**config.mk**
```make
export PLATFORM = sky130hd
export DESIGN_NAME = engine_stride_index_generator
export DESIGN_NICKNAME = d
export VERILOG_FILES = /design/src/rtl/engine_stride_index_generator.sv
export SDC_FILE = /design/constraint.sdc
export NUM_CORES = 1
export LEC_CHECK = 0
export ABC_AREA = 1
export CAP_MARGIN = 20
export CORE_AREA = 2 2 391 393
export CTS_CLUSTER_SIZE = 40
export DETAILED_ROUTE_END_ITERATION = 12
export DIE_AREA = 0 0 393 395
export HOLD_SLACK_MARGIN = 0.1
export SYNTH_ARGS = -nofsm -noshare
export SYNTH_HDL_FRONTEND = slang
export SYNTH_SLANG_ARGS = --single-unit
```
**constraint.sdc**
```tcl
create_clock -name ap_clk -period 5.64 [get_ports ap_clk]
set_input_delay 1.128 -clock ap_clk [delete_from_list [all_inputs] [get_ports ap_clk]]
set_output_delay 1.128 -clock ap_clk [all_outputs]
set_load 0.01 [all_outputs]
```
**src/rtl/engine_stride_index_generator.sv**
```systemverilog
// Stride index generator: emits a strided index sequence with chunk markers (out_last).
// Optional ENGINE_STRIDE_INDEX_COUNT_EN adds a saturating accepted-handshake counter.
module engine_stride_index_generator #(
   parameter int unsigned M_AXI_MEMORY_ADDR_WIDTH = 64,
   parameter int unsigned ADDR_WIDTH              = M_AXI_MEMORY_ADDR_WIDTH,
   parameter int unsigned META_WIDTH              = 32,
   // {valid, increment, decrement, index_start, index_end, stride, granularity, meta}
   localparam int unsigned CfgWidth               = 3 + 4 * ADDR_WIDTH + META_WIDTH
) (
   input  logic                  ap_clk,
   input  logic                  ap_rst_n,
   input  logic [CfgWidth-1:0]   config_in,
   input  logic                  start_in,
   input  logic                  pause_in,
   output logic                  out_valid,
   input  logic                  out_ready,
   output logic [ADDR_WIDTH-1:0] out_index,
   output logic                  out_last,
   output logic [META_WIDTH-1:0] out_meta,
`ifdef ENGINE_STRIDE_INDEX_COUNT_EN
   output logic [ADDR_WIDTH-1:0] out_count,
`endif
   output logic                  setup_ready_out,
   output logic                  busy_out,
   output logic                  done_out
);

   localparam int unsigned GranLsb   = META_WIDTH;
   localparam int unsigned StrideLsb = GranLsb + ADDR_WIDTH;
   localparam int unsigned EndLsb    = StrideLsb + ADDR_WIDTH;
   localparam int unsigned StartLsb  = EndLsb + ADDR_WIDTH;

   typedef enum logic [2:0] {
      StReset,
      StIdle,
      StSetup,
      StStart,
      StBusy,
      StPause,
      StDone
   } engine_stride_index_generator_state;

   engine_stride_index_generator_state state_q, state_d;

   logic                  incr_q, incr_d;
   logic                  decr_q, decr_d;
   logic [ADDR_WIDTH-1:0] start_q, start_d;
   logic [ADDR_WIDTH-1:0] end_q, end_d;
   logic [ADDR_WIDTH-1:0] stride_q, stride_d;
   logic [ADDR_WIDTH-1:0] gran_q, gran_d;
   logic [META_WIDTH-1:0] meta_q, meta_d;
   logic [ADDR_WIDTH-1:0] idx_q, idx_d;
   logic [ADDR_WIDTH-1:0] gcnt_q, gcnt_d;

   logic                  cfg_valid;
   logic                  zero_len;
   logic [ADDR_WIDTH:0]   sum;
   logic [ADDR_WIDTH-1:0] diff;
   logic [ADDR_WIDTH-1:0] next_idx;
   logic [ADDR_WIDTH-1:0] gran_eff;
   logic                  final_idx;
   logic                  gran_hit;

   assign cfg_valid = config_in[CfgWidth-1];

   assign zero_len = (!incr_q && !decr_q) || (stride_q == '0) ||
                     (incr_q ? (start_q >= end_q) : (start_q <= end_q));

   // Carry/borrow out of the step means the sequence would wrap the address space.
   assign sum       = {1'b0, idx_q} + {1'b0, stride_q};
   assign diff      = idx_q - stride_q;
   assign next_idx  = incr_q ? sum[ADDR_WIDTH-1:0] : diff;
   assign final_idx = incr_q ? (sum[ADDR_WIDTH] || (sum[ADDR_WIDTH-1:0] >= end_q))
                             : ((stride_q > idx_q) || (diff <= end_q));

   assign gran_eff = (gran_q == '0) ? ADDR_WIDTH'(1) : gran_q;
   assign gran_hit = (gcnt_q + ADDR_WIDTH'(1)) == gran_eff;

   assign out_valid       = (state_q == StBusy);
   assign out_last        = out_valid && (final_idx || gran_hit);
   assign out_index       = idx_q;
   assign out_meta        = meta_q;
   assign setup_ready_out = (state_q == StIdle);
   assign busy_out        = (state_q == StStart) || (state_q == StBusy) || (state_q == StPause);
   assign done_out        = (state_q == StDone);

   always_comb begin
      state_d  = state_q;
      incr_d   = incr_q;
      decr_d   = decr_q;
      start_d  = start_q;
      end_d    = end_q;
      stride_d = stride_q;
      gran_d   = gran_q;
      meta_d   = meta_q;
      idx_d    = idx_q;
      gcnt_d   = gcnt_q;
      unique case (state_q)
         StReset: state_d = StIdle;
         StIdle: begin
            if (cfg_valid) begin
               incr_d   = config_in[CfgWidth-2];
               decr_d   = config_in[CfgWidth-3];
               start_d  = config_in[StartLsb +: ADDR_WIDTH];
               end_d    = config_in[EndLsb +: ADDR_WIDTH];
               stride_d = config_in[StrideLsb +: ADDR_WIDTH];
               gran_d   = config_in[GranLsb +: ADDR_WIDTH];
               meta_d   = config_in[META_WIDTH-1:0];
               state_d  = StSetup;
            end
         end
         StSetup: begin
            if (start_in) state_d = StStart;
         end
         StStart: begin
            idx_d   = start_q;
            gcnt_d  = '0;
            state_d = zero_len ? StDone : StBusy;
         end
         StBusy: begin
            if (out_ready) begin
               if (final_idx) begin
                  state_d = StDone;
               end else begin
                  idx_d  = next_idx;
                  gcnt_d = gran_hit ? '0 : gcnt_q + ADDR_WIDTH'(1);
                  // Pause only once the presented index has been taken.
                  if (pause_in) state_d = StPause;
               end
            end
         end
         StPause: begin
            if (!pause_in) state_d = StBusy;
         end
         StDone: begin
            if (!start_in) state_d = StIdle;
         end
         default: state_d = StReset;
      endcase
   end

   always_ff @(posedge ap_clk or negedge ap_rst_n) begin
      if (!ap_rst_n) begin
         state_q  <= StReset;
         incr_q   <= 1'b0;
         decr_q   <= 1'b0;
         start_q  <= '0;
         end_q    <= '0;
         stride_q <= '0;
         gran_q   <= '0;
         meta_q   <= '0;
         idx_q    <= '0;
         gcnt_q   <= '0;
      end else begin
         state_q  <= state_d;
         incr_q   <= incr_d;
         decr_q   <= decr_d;
         start_q  <= start_d;
         end_q    <= end_d;
         stride_q <= stride_d;
         gran_q   <= gran_d;
         meta_q   <= meta_d;
         idx_q    <= idx_d;
         gcnt_q   <= gcnt_d;
      end
   end

`ifdef ENGINE_STRIDE_INDEX_COUNT_EN
   logic [ADDR_WIDTH-1:0] cnt_q, cnt_d;

   always_comb begin
      cnt_d = cnt_q;
      if ((state_q == StSetup) && start_in) begin
         cnt_d = '0;
      end else if (out_valid && out_ready && (cnt_q != '1)) begin
         cnt_d = cnt_q + ADDR_WIDTH'(1);
      end
   end

   always_ff @(posedge ap_clk or negedge ap_rst_n) begin
      if (!ap_rst_n) begin
         cnt_q <= '0;
      end else begin
         cnt_q <= cnt_d;
      end
   end

   assign out_count = cnt_q;
`endif

endmodule
```
* After elaboration in Yosys (flattened, before gate mapping)
Cells that the tools add are included.
** Word-level totals
- Bits of input ports :: 296
- Register bits after elaboration :: 421
- Word-level logic and storage cells :: 70
** Cells by class
- Magnitude comparators :: 5
- Equal/unequal tests :: 14
- Reduce and logical (&&, ||, !) cells :: 18
- Multiplexer cells :: 20
- Add/sub/neg operators :: 3
** Operators by type and width (count)
- $mux 64 :: 7
- $pmux 64 s2 :: 2
- $ge 64x64->1 :: 2
- $le 64x64->1 :: 2
- $logic_not 64->1 :: 2
- $add 64x64->65 :: 1
- $add 64x1->64 const B :: 1
- $eq 64x64->1 :: 1
- $gt 64x64->1 :: 1
- $sub 64x64->64 :: 1
- $mux 3 :: 7
- $pmux 3 s7 :: 1
- $ne 2x2->1 const B :: 5
- $eq 3x3->1 const B :: 3
- $logic_or 1x1->1 :: 7
- $eq 3x2->1 const B :: 2
- $reduce_and 6->1 :: 1
- $eq 3x1->1 const B :: 1
- $logic_not 3->1 :: 1
- $ne 3x2->1 const B :: 1
- $reduce_and 3->1 :: 1
- $logic_and 1x1->1 :: 2
- $logic_not 1->1 :: 2
- $mux 1 :: 2
- 4 further kinds :: 4

* Depth between registers and ports, before layout
- Depth after elaboration :: 7
- Mapped depth :: 35

* Least setup slack after synthesis
No wires, ideal clock.
- Path type :: register -> output
- From :: register idx_q[5] (netlist: out_index[5])
- To :: output port out_last
- Setup slack :: 1.253 ns
- Arrival :: 3.259 ns
- Buffers on the path :: 0
- Stages on the path, launching flop included :: 23
- Path through :: dfrtp_1 > ha_1 > nor2_1 > inv_1 > o21ai_0 > inv_1 > o21ai_0 > nand2_1 > nand2_1 > nand2_1 > nand2_1 > nand2_1 > nand3_1 > nand2_1 > ha_1 > nand2_1 > nor4_1 > nand2_1 > a21oi_1 > nor2_1 > nand3_1 > nand3_1 > o21ai_0
** On the way
- Word-level cells in the longest chain between the ends :: 6
- Elaborated cells on any way between the ends :: 10
** RTL lines
- from (decl) :: RTL line 52 : logic [ADDR_WIDTH-1:0] idx_q, idx_d;
- from (signal assigned) :: RTL line 163 : idx_q <= idx_d;
- $sub 64x64->64 / $add 64x64->65 (equally long branches) :: RTL line 71, 70
- $le 64x64->1 / $ge 64x64->1 (equally long branches) :: RTL line 74, 73
- $logic_or 1x1->1 (on tied branches) :: RTL line 74, 73
- $mux 1 * :: RTL line 73 : assign final_idx = incr_q ? (sum[ADDR_WIDTH] || (sum[ADDR_WIDTH-1:0] >= end_q))
- $logic_or 1x1->1 * :: RTL line 80 : assign out_last = out_valid && (final_idx || gran_hit);
- $logic_and 1x1->1 * :: RTL line 80
- to (decl) :: RTL line 18 : output logic out_last,
Every way passes the cells marked *; elsewhere a longest branch is shown, timed or not.

* Final worst setup path
- From :: register stride_q[10]
- To :: output port out_last
** On the way
- Word-level cells in the longest chain between the ends :: 6
- Elaborated cells on any way between the ends :: 10
** RTL lines
- from (decl) :: RTL line 49 : logic [ADDR_WIDTH-1:0] stride_q, stride_d;
- from (signal assigned) :: RTL line 160 : stride_q <= stride_d;
- $sub 64x64->64 / $add 64x64->65 (equally long branches) :: RTL line 71, 70
- $le 64x64->1 / $ge 64x64->1 (equally long branches) :: RTL line 74, 73
- $logic_or 1x1->1 (on tied branches) :: RTL line 74, 73
- $mux 1 * :: RTL line 73
- $logic_or 1x1->1 * :: RTL line 80
- $logic_and 1x1->1 * :: RTL line 80
Marked as above.

==> flow_results.org <==
** Detailed routing
- Via count normalized by instance count :: 4.77
- Routed Wire Length :: 188 mm
- Antenna-violating nets left :: 0
- Across all layers, the routed design uses 42129 vias.
- The first detailed-routing pass took 7 iterations.
- In this run, the number of DRC markers left after iteration 0 of detailed routing was 3465.
- # DRC :: 0
- Average detailed-routed wire length per instance :: 21.3 µm

** Timing
- For the finished layout, the period the worst path requires is 5.74 ns.
- The final count of hold timing violations was 0.
- RSZ-0062 raised after global routing :: yes
- Setup violation total in the final timing report :: 1
- The count of final max-slew check failures was 0.
- Based on the critical path, the design can be clocked at up to 0.174 GHz.
- Actual transition at the worst max-transition pin :: 1.19 ns
- Clock skew after layout :: 0.0421 ns
- In this run the tightest slew margin relative to its limit is 20.1%.
- Final-layout worst hold slack :: 0.486 ns
- Crit share post-route :: 102%
- Final sum of negative setup slack :: -0.102 ns
- Final worst setup slack :: -0.102 ns

** Place
- Final HPWL DP :: 155 mm
- Routability-driven placement finished with a final weighted congestion of 1.06.
- During placement, the flow inserted port buffers numbering 396.

** Setup path
- In this design, the stage delay of the slowest critical-path cell is 0.39 ns.
- Crit Path Max Fanout :: 5
- RR Startpoint :: stride_q[10]
- Startpoint Class :: flop
- Register-to-Register Path Depth :: 31
- R2r endpoint :: out_index[38]
- STA puts the critical path data required time at 4.51 ns.
- For flop-to-flop paths, the worst setup slack is 0.76 ns.
- Data on the critical path arrives at its endpoint at 4.61 ns.
- The worst setup path is of the reg2out kind.
- STA classifies the critical path endpoint as an output port.
- On the critical path, the stage with the largest delay is an instance of sky130_fd_sc_hd__dfrtp_1.

** Clock network
- Clock Sinks :: 421
- The tree is rooted in a sky130_fd_sc_hd__clkbuf_16.
- After clock tree synthesis, the clock-pin slew on the worst setup and hold paths is 0.06 ns.
- Clock latency at the later pin of the worst-skew pair :: 0.69 ns
- The clock passes through at most 3 buffers.
- Count of H-tree levels built during CTS :: 2
- Buffers inserted to repair hold after CTS numbered 0.
- TritonCTS built the clock tree.
- Inserted Clock Buffers :: 53

** Synthesis
- Simple-gate share of the synthesized area :: 33.4%
- Most area-hungry cell type in the Yosys netlist :: sky130_fd_sc_hd__dfrtp_1
- Fraction of synthesized cell area in xor and xnor cells :: 2.79%
- Yosys printed 0 warnings.
- Number of cells produced by synthesis :: 5486
- By area the synthesized netlist is led by sky130_fd_sc_hd__dfrtp_1, sky130_fd_sc_hd__nand2_1, sky130_fd_sc_hd__ha_1.
- Sorting the synthesized cells by how often they occur yields sky130_fd_sc_hd__nand2_1, sky130_fd_sc_hd__nor2_1, sky130_fd_sc_hd__inv_1.
- The netlist uses 46 different library cells.
- Fraction of the mapped netlist area in adder cells :: 11.2%
- Of the post-synthesis cell area, the part taken by muxes is 3.59%.
- Of the post-synthesis cell area, the dominant cell type holds 29.2%.
- After synthesis the cells add up to 36100 µm².
- Top-count cell post-synth :: sky130_fd_sc_hd__nand2_1
- Synth Net Count :: 6105
- After synthesis, the largest family of logic cells by area is simple AND/OR/NAND/NOR gates.
- Post-synth top flop :: sky130_fd_sc_hd__dfrtp_1
- In this run the mean area of a mapped cell was 6.58 µm².
- Summing the areas of all compound-gate instances in the mapped netlist gives 10.7% of the synthesized area.
- Part of the Yosys area used for sequential elements :: 29.2%
- Async S/R FF share, synth :: 100%
- Synthesis inferred 421 register bits.
- The synthesized design contains 0 enable-type register cells.

** Floorplan
- From bottom edge to top edge, the die measures 395 µm.
- 397 I/O pins were placed.
- The initial utilization of the core area, before any placement, comes to 23.9%.
- The die covers 155000 µm².
- Floorplan die width :: 393 µm
- Core area :: 151000 µm²
- Number of rows created at floorplan :: 143

** Power and ir drop
- Internal power comes to 19200 µW.
- Per report_power, the clock group accounts for 9.4% of the total.
- Power share of the combinational group :: 77.6%
- LEAKAGE :: 0.0269 µW
- Worst IR drop on VDD :: 0.000330 V
- Dividing total power by cell area gives a power density of 707 nW/µm².
- Part of the total power dissipated in sequential elements :: 13.0%
- The analysis attributes to net switching a power of 20200 µW.
- Switching share of total power :: 51.2%

** Layout
- Relative to the synthesized area, the layout overhead comes to 54.3%.
- Fill cell total of the finished layout :: 16007
- Of the cells placed in the final design, the portion with a size suffix greater than 1 is 29.3%.
- Nets@finish :: 7381

** Global routing
- Initial antenna violation count :: 9
- Residual overflow from global routing :: 0
- The number of global-route vias before repair is 41024.
- Total routing resource utilization after global routing :: 23.4%
- First-pass GRT wire length :: 267 mm
- Entering global routing, the biggest net connects 105 pins.

** Run
- Max Cap Viol :: 0

** Hold path
- Path class of the lowest-slack min-delay path :: in2async

** Run status
- Failing checks :: negative setup slack
- Result of the run :: complete, but fails checks
## worst max path at each step
stage | depth (start not counted) | slack, ns | from | endpoint
6_report | 26 | -0.10 | stride_q[10] | out_last
4_1_cts | 26 | -0.13 | stride_q[34] | out_last
3_3_place_gp | 25 | -0.92 | stride_q[13] | out_last
3_5_place_dp | 25 | -0.86 | stride_q[13] | out_last
5_1_grt | 24 | -0.25 | stride_q[27] | out_last
2_1_floorplan | 22 | 1.25 | out_index[5] | out_last
## cells by family (layout without fill, tap and decap cells)
kind of cell | after synthesis | in the layout
and+or+nand+nor | 2968 | 2968
buffers and inverters | 823 | 2141
AOI/OAI and AO/OA | 734 | 734
DFF | 421 | 421
adders and majority gates | 323 | 323
muxes | 115 | 115
xor gates and xnor gates | 102 | 102
other | 0 | 3
## cells in the final DEF (no fill, tap or decap), types with 12 or more instances in the layout
cell type	instances
sky130_fd_sc_hd__nor3_1	17
sky130_fd_sc_hd__nand3_1	322
sky130_fd_sc_hd__clkdlybuf4s50_1	394
sky130_fd_sc_hd__nor4_1	20
sky130_fd_sc_hd__clkbuf_16	54
sky130_fd_sc_hd__nand4_1	83
sky130_fd_sc_hd__dfrtp_1	421
sky130_fd_sc_hd__nor3_2	14
sky130_fd_sc_hd__o21ai_0	142
sky130_fd_sc_hd__nor2_1	671
sky130_fd_sc_hd__ha_4	85
sky130_fd_sc_hd__buf_4	936
sky130_fd_sc_hd__nand3_2	41
sky130_fd_sc_hd__ha_1	231
sky130_fd_sc_hd__mux2_2	115
sky130_fd_sc_hd__nand2_1	1369
sky130_fd_sc_hd__a21oi_4	30
sky130_fd_sc_hd__xor2_1	63
sky130_fd_sc_hd__o21ai_1	38
sky130_fd_sc_hd__inv_1	575
sky130_fd_sc_hd__nor2_4	51
sky130_fd_sc_hd__a21o_1	12
sky130_fd_sc_hd__buf_12	22
sky130_fd_sc_hd__clkbuf_1	14
sky130_fd_sc_hd__nand2_4	55
sky130_fd_sc_hd__inv_2	69
sky130_fd_sc_hd__buf_6	34
sky130_fd_sc_hd__nor2_2	112
sky130_fd_sc_hd__xnor2_1	13
sky130_fd_sc_hd__nand2_2	170
sky130_fd_sc_hd__o21ai_2	20
sky130_fd_sc_hd__a21oi_2	75
sky130_fd_sc_hd__a21oi_1	348
sky130_fd_sc_hd__o21bai_1	20
## per-stage QoR
stage / worst slack [ns] / power, µW / area (µm²) / utilization (%) / instances
after floorplan: 1.25 / 17100 / 36100 / - / 5486
after global placement: -0.918 / 29900 / 48800 / 32.3 / 8641
after detailed placement: -0.855 / 30100 / 48800 / 32.3 / 8641
after CTS: -0.131 / 35800 / 52700 / 34.8 / 8770
after global routing: -0.255 / 42000 / 55700 / 36.8 / 8837
final: -0.102 / 39400 / 55700 / 36.8 / 8837
## sequential cells by signal (all words and copies together) (netlist names)
signal,cells
stride_q,64
start_q,64
state_q,3
gran_q,64
decr_q,1
gcnt_q,64
incr_q,1
out_index,64
out_meta,32
end_q,64
## power by group through the flow
stage,combinational (µW),clock (µW),sequential [µW]
2_1_floorplan,12100,0,5030
6_report,30600,3700,5100
5_1_grt,32900,3920,5240
4_1_cts,26900,3790,5060
3_5_place_dp,25000,0,5050
3_3_place_gp,24900,0,5000
## critical path: cells and delay by family, from the launching register on
kind            cells  cell delay [ns]
compound gates      1             0.08
xor+xnor            1             0.18
fa+ha+maj           2             0.51
buf+inv             8             1.03
flops               1             0.39
simple gates       14             1.74
## what timing repair did
action | in CTS | in global routing
buffers inserted | 32 | 65
endpoints found under the setup margin | 125 | 1
pin swaps | 77 | 226
resized for setup | 450 | 631
## layer usage
layer | part of all wire (%) | wire length (µm) | track usage (%) | vias to the layer above
met4 | 4.4 | 8300 | 8.46 | 0
li1 | - | - | - | 20175
met5 | 0 | 0 | 0 | -
met1 | 44 | 83000 | 32.4 | 20170
met3 | 6.8 | 12700 | 2.81 | 320
met2 | 45 | 83900 | 37.1 | 1464
## cell type report
cell class              count  area, µm²  share of cell area (%)
multi-input cells        4242      26400                    47.4
repair buffers           1391      11900                    21.3
inverters                 653       2470                    4.43
diodes                      3       7.51                  0.0135
flip-flops and latches    421      10500                    18.9
clock inverters            23        380                   0.683
well taps                2030       2540                    4.56
clock buffers              74       1490                    2.67
Note: power is estimated with default switching activity, not from simulation.
